**src/rtl/pc_unit.sv**
```systemverilog
// pc_unit: fetch-stage program counter with branch/jump/return selection and a circular return-address stack
module pc_unit #(
   parameter int               WIDTH        = 32,
   parameter logic [WIDTH-1:0] RESET_VECTOR = '0,
   parameter int               INSTR_BYTES  = 4,
   parameter int               OFFSET_WIDTH = 16,
   parameter int               RAS_DEPTH    = 8
) (
   input  logic                          clk,
   input  logic                          res,
   input  logic                          write,
   input  logic                          branch_taken,
   input  logic [OFFSET_WIDTH-1:0]       branch_offset,
   input  logic                          jump,
   input  logic [WIDTH-1:0]              jump_target,
   input  logic                          call,
   input  logic                          ret,
   output logic [WIDTH-1:0]              out,
   output logic [WIDTH-1:0]              pc_seq,
   output logic [$clog2(RAS_DEPTH):0]    ras_count,
   output logic                          ras_overflow,
   output logic                          ras_underflow
);
   localparam int               PTR_W      = $clog2(RAS_DEPTH);
   localparam int               CNT_W      = PTR_W + 1;
   localparam logic [WIDTH-1:0] ALIGN_MASK = ~(WIDTH'(INSTR_BYTES - 1));
   localparam logic [CNT_W-1:0] FULL_CNT   = CNT_W'(RAS_DEPTH);

   logic [WIDTH-1:0] r_pc;
   logic [WIDTH-1:0] r_ras [RAS_DEPTH];
   logic [PTR_W-1:0] r_ptr;
   logic [CNT_W-1:0] r_count;
   logic             r_ovf;
   logic             r_unf;

   logic [WIDTH-1:0] w_seq;
   logic [WIDTH-1:0] w_off;
   logic [WIDTH-1:0] w_top;
   logic [WIDTH-1:0] w_next;
   logic [PTR_W-1:0] w_top_idx;
   logic             w_empty;
   logic             w_full;
   logic             w_push;
   logic             w_pop;
   logic             w_under;

   assign w_seq     = r_pc + WIDTH'(INSTR_BYTES);
   assign w_off     = WIDTH'($signed(branch_offset));
   assign w_top_idx = r_ptr - PTR_W'(1);
   assign w_top     = r_ras[w_top_idx];
   assign w_empty   = r_count == '0;
   assign w_full    = r_count == FULL_CNT;
   // ret outranks jump, so a ret+call never pushes
   assign w_pop     = write & ret & ~w_empty;
   assign w_under   = write & ret & w_empty;
   assign w_push    = write & ~ret & jump & call;

   // next-PC select: ret > jump > branch > sequential, targets aligned to instruction size
   always_comb begin
      w_next = ret          ? (w_empty ? w_seq : w_top) :
               jump         ? (jump_target & ALIGN_MASK) :
               branch_taken ? ((r_pc + w_off) & ALIGN_MASK) :
                              w_seq;
   end

   // PC register, stack pointer/count and sticky flags; all hold while write is low
   always_ff @(posedge clk or negedge res) begin
      if (!res) begin
         r_pc    <= RESET_VECTOR;
         r_ptr   <= '0;
         r_count <= '0;
         r_ovf   <= 1'b0;
         r_unf   <= 1'b0;
      end else if (write) begin
         r_pc <= w_next;
         if (w_push) begin
            r_ptr   <= r_ptr + PTR_W'(1);
            r_count <= w_full ? r_count : r_count + CNT_W'(1);
            r_ovf   <= r_ovf | w_full;
         end else if (w_pop) begin
            r_ptr   <= w_top_idx;
            r_count <= r_count - CNT_W'(1);
         end
         r_unf <= r_unf | w_under;
      end
   end

   // stack storage; when full the pointer already addresses the oldest entry, so it is overwritten
   always_ff @(posedge clk) begin
      if (w_push && res) r_ras[r_ptr] <= w_seq;
   end

   assign out           = r_pc;
   assign pc_seq        = w_seq;
   assign ras_count     = r_count;
   assign ras_overflow  = r_ovf;
   assign ras_underflow = r_unf;
endmodule

```
**config.mk**
```make
export PLATFORM = sky130hd
export DESIGN_NAME = pc_unit
export DESIGN_NICKNAME = d
export VERILOG_FILES = /design/src/rtl/pc_unit.sv
export SDC_FILE = /design/constraint.sdc
export NUM_CORES = 1
export LEC_CHECK = 0
export ABC_CLOCK_PERIOD_IN_PS = 4100
export CAP_MARGIN = 15
export CORE_ASPECT_RATIO = 0.7
export CORE_UTILIZATION = 53
export DETAILED_ROUTE_END_ITERATION = 16
export PLACE_DENSITY = 0.77
export RECOVER_POWER = 25
export SYNTH_ARGS = -nofsm -noshare
export SYNTH_HDL_FRONTEND = slang
export SYNTH_SLANG_ARGS = --single-unit
```
**constraint.sdc**
```tcl
create_clock -name clk -period 4.1 [get_ports clk]
set_input_delay 0.82 -clock clk [delete_from_list [all_inputs] [get_ports clk]]
set_output_delay 0.82 -clock clk [all_outputs]
set_load 0.005 [all_outputs]
```
==> results <==
cell type report:
type	instances	area [µm²]
clock buffers	35	778
clock inverters	18	201
inverters	19	71.3
multi-input cells	696	5610
repair buffers	215	1940
well taps	364	455
fillers	1928	8930
flip-flops and latches	297	8720
flip-flops by register name, summed over array words and instances (netlist names):
| name | flops |
|---|---|
| out | 32 |
| r_ptr | 3 |
| r_ras | 256 |
| ras_count | 4 |
| ras_overflow | 1 |
| ras_underflow | 1 |
worst max path at each step:
| stage | startpoint | to | slack (ps) | cells past startpoint |
|---|---|---|---|---|
| global route | out[8] | pc_seq[13] | 10 | 7 |
| global placement | branch_offset[4] | out[25] | 310 | 10 |
| detailed placement | branch_offset[4] | out[21] | 290 | 9 |
| floorplan | ret | r_ras[7][0] | 370 | 7 |
| finish | out[3] | pc_seq[26] | 80 | 7 |
| CTS | out[16] | pc_seq[26] | -40 | 6 |
worst max-delay path, cell delays in order, from the launching register on:
cell	delay (ps)
sky130_fd_sc_hd__dfrtp_2	450
sky130_fd_sc_hd__ha_1	220
sky130_fd_sc_hd__and4_1	280
sky130_fd_sc_hd__nor3b_2	390
sky130_fd_sc_hd__nand2b_1	220
sky130_fd_sc_hd__nor2_1	250
sky130_fd_sc_hd__xor2_2	260
sky130_fd_sc_hd__clkdlybuf4s50_1	560
power breakdown:
part,internal [W],leakage (nW),switching (W),total (W)
clock,0.00160,0.474,0.00117,0.00278
combinational,0.00272,3.02,0.00335,0.00608
sequential,0.00389,2.81,0.000430,0.00432
total,0.00822,6.30,0.00495,0.0132
synthesized netlist by cell type (12+ instances only):
cell type,number
sky130_fd_sc_hd__nand2_1,104
sky130_fd_sc_hd__a31oi_1,13
sky130_fd_sc_hd__xor2_1,22
sky130_fd_sc_hd__inv_1,17
sky130_fd_sc_hd__xnor2_1,24
sky130_fd_sc_hd__a21o_1,17
sky130_fd_sc_hd__o211ai_1,13
sky130_fd_sc_hd__clkbuf_1,30
sky130_fd_sc_hd__ha_1,35
sky130_fd_sc_hd__edfxtp_1,256
sky130_fd_sc_hd__nor3_1,17
sky130_fd_sc_hd__buf_2,12
sky130_fd_sc_hd__dfrtp_1,41
sky130_fd_sc_hd__mux2i_1,14
sky130_fd_sc_hd__nor2_1,60
sky130_fd_sc_hd__a21oi_1,81
sky130_fd_sc_hd__mux4_2,64
sky130_fd_sc_hd__o21ai_0,43
sky130_fd_sc_hd__nand3_1,41
sky130_fd_sc_hd__nand4_1,12
repair_timing:
item,CTS,global route
pin swaps,0,1
buffers inserted,1,5
setup endpoints to repair,14,14
gates resized for setup,12,6
metrics by stage:
stage / util / instance area, µm² / std cells
detailed placement: 0.626 / 16700 / 1585
floorplan: - / 14400 / 1060
global route: 0.666 / 17800 / 1644
finish: 0.666 / 17800 / 1644
CTS: 0.666 / 17800 / 1639
global placement: 0.626 / 16700 / 1585
metal layers:
| layer | vias up | share of wire | global-route usage | routed length (µm) |
|---|---|---|---|---|
| met5 | - | 0 | 0 | 0 |
| met4 | 0 | 0.026 | 0.0866 | 1160 |
| met3 | 92 | 0.12 | 0.0734 | 5430 |
| met2 | 729 | 0.43 | 0.460 | 19200 |
| met1 | 5310 | 0.42 | 0.495 | 18400 |
| li1 | 4569 | - | - | - |
logic make-up (layout without fill, tap and decap cells):
family,after synthesis,in the layout,share of synthesized area
compound gates,240,240,0.107
flops,297,297,0.604
mux,81,81,0.112
fa+ha+maj,36,36,0.0317
simple gates,292,292,0.0967
xor+xnor,47,47,0.0290
buf+inv,67,287,0.0199
==> impl_summary.txt <==
----------------------------------------------------
[Route]
  Detailed Route Iter0 Violations ... 1,375
  Vias post-DR ... 10,700
  Number of nets with antenna violations after detailed routing ... 0
  Residual DRC count ... 0
  Routed wirelength normalized by instance count ... 26.9 µm
  Final Routed Wirelength ... 44,200 µm
  Via-to-Cell Ratio ... 6.51
  Pre-antenna DRT Iters ... 6

[Clocking]
  CTS clock-pin slew for the worst setup and hold paths ... 80 ps
  Number of buffers added to fix hold violations after cts ... 0
  Number of buffers added by the clock tree synthesis step ... 29
  Clock net sink count ... 297
  Worst-Skew Late Latency ... 570 ps
  CTS root buf ... sky130_fd_sc_hd__clkbuf_16
  Worst-case clock buffer depth ... 3
  # H-tree levels ... 1
  Clock tree from TritonCTS ... built

[Setup path]
  Category of the most critical setup path ... reg -> out
  Setup crit end kind ... output port
  Type of origin of the critical path ... flip-flop
  Reg2Reg Launch Point ... ras_count[0]
  Req. time, crit path ... 3280 ps
  Flop-to-flop setup slack ... 650 ps
  Worst endpoint data arrival time ... 3200 ps
  Reg2reg path depth ... 8
  Maximum fanout encountered on the critical timing path ... 6
  R2R Path End ... out[21]

[Finish]
  Leading cell type in the layout, fill and taps excluded ... sky130_fd_sc_hd__edfxtp_1
  Number of diodes ... 0
  Area grow syn2layout ... 23.2%
  Total number of nets in the final design ... 1,349
  Share of post-route cells with drive strength above 1 ... 0.182
  Commonest cells after routing, fill and taps aside ... 256 x sky130_fd_sc_hd__edfxtp_1, 120 x sky130_fd_sc_hd__clkdlybuf4s50_1, 104 x sky130_fd_sc_hd__nand2_1

[Synthesis]
  Count of yosys warnings during synthesis ... 0
  Share of the synthesized area in the top cell type ... 0.533
  Number of nets produced by synthesis ... 1,151
  Count of state elements after synthesis ... 297
  Top post-synthesis cells by area ... sky130_fd_sc_hd__edfxtp_1 53%, sky130_fd_sc_hd__mux4_2 10%, sky130_fd_sc_hd__dfrtp_1 7.1%, sky130_fd_sc_hd__ha_1 3.0%, sky130_fd_sc_hd__a21oi_1 2.8%
  Post-synth EDFFs ... 256
  Cell taking the most area after synthesis ... sky130_fd_sc_hd__edfxtp_1
  Number of unique standard cell types used by synthesis ... 69
  Sequential cell area fraction in the yosys report ... 0.604
  Average instance area after synthesis ... 13.6 µm²
  Synth Flop Type ... sky130_fd_sc_hd__edfxtp_1
  Share of synthesized flip-flops with an asynchronous set or reset ... 0.138
  Combined area of all synthesized cells ... 14,400 µm²
  Number of instances in the synthesized netlist ... 1,060

[Floorplanning]
  Initial Utilization ... 0.540
  Height of the chip ... 140 µm
  Top-level I/O count ... 125
  Horizontal extent of the die ... 199 µm
  Die area ... 27,900 µm²
  Standard-cell row count ... 50
  Core area ... 26,700 µm²

[Min path]
  Worst hold path class ... in -> async

[Pwr]
  Post-route total power ... 0.0132 W
  Leakage power figure ... 6.30 nW
  Worst vdd rail ir drop ... 0.000470 V
  PwrDens ... 741 nW/µm²

[Placement]
  Gp weighted congestion ... 1.00
  Pre-CTS worst setup slack ... 290 ps
  I/O Buffers ... 122
  Detailed placement HPWL ... 29,200 µm

[STA]
  Worst Tran Pin Value ... 1540 ps
  Count of final setup violators ... 0
  Worst max-slew margin expressed relative to the limit ... -0.0251
  Crit path setup slack, layout ... 75.9 ps
  Worst hold-check slack ... 104 ps
  Unrepaired setup endpoints after global routing ... false
  Maximum clock frequency ... 0.249 GHz
  Number of hold violations in the final report ... 0
  Skew final ... 15.2 ps
  Final Cycle Share ... 0.981
  Min cycle time layout ... 4020 ps
  Aggregate negative setup slack ... 0 ps
  Max-slew violation count ... 22

[GRT]
  Wire length of the first global-routing pass ... 64,900 µm
  Via count of the first global-routing pass ... 10,330
  Antenna violations before repair ... 2
  Overall overflow remaining after global route ... 0
  GRT Util Overall ... 0.322
  Maximum number of pins on one net before global-route repair ... 67

[Outcome]
  Failing checks ... max-capacitance violations, max-slew violations
  Result of the run ... finished, violations left

[Run]
  Number of max-capacitance violations reported ... 2

----------------------------------------------------
Note: power is estimated with default switching activity, not from simulation.
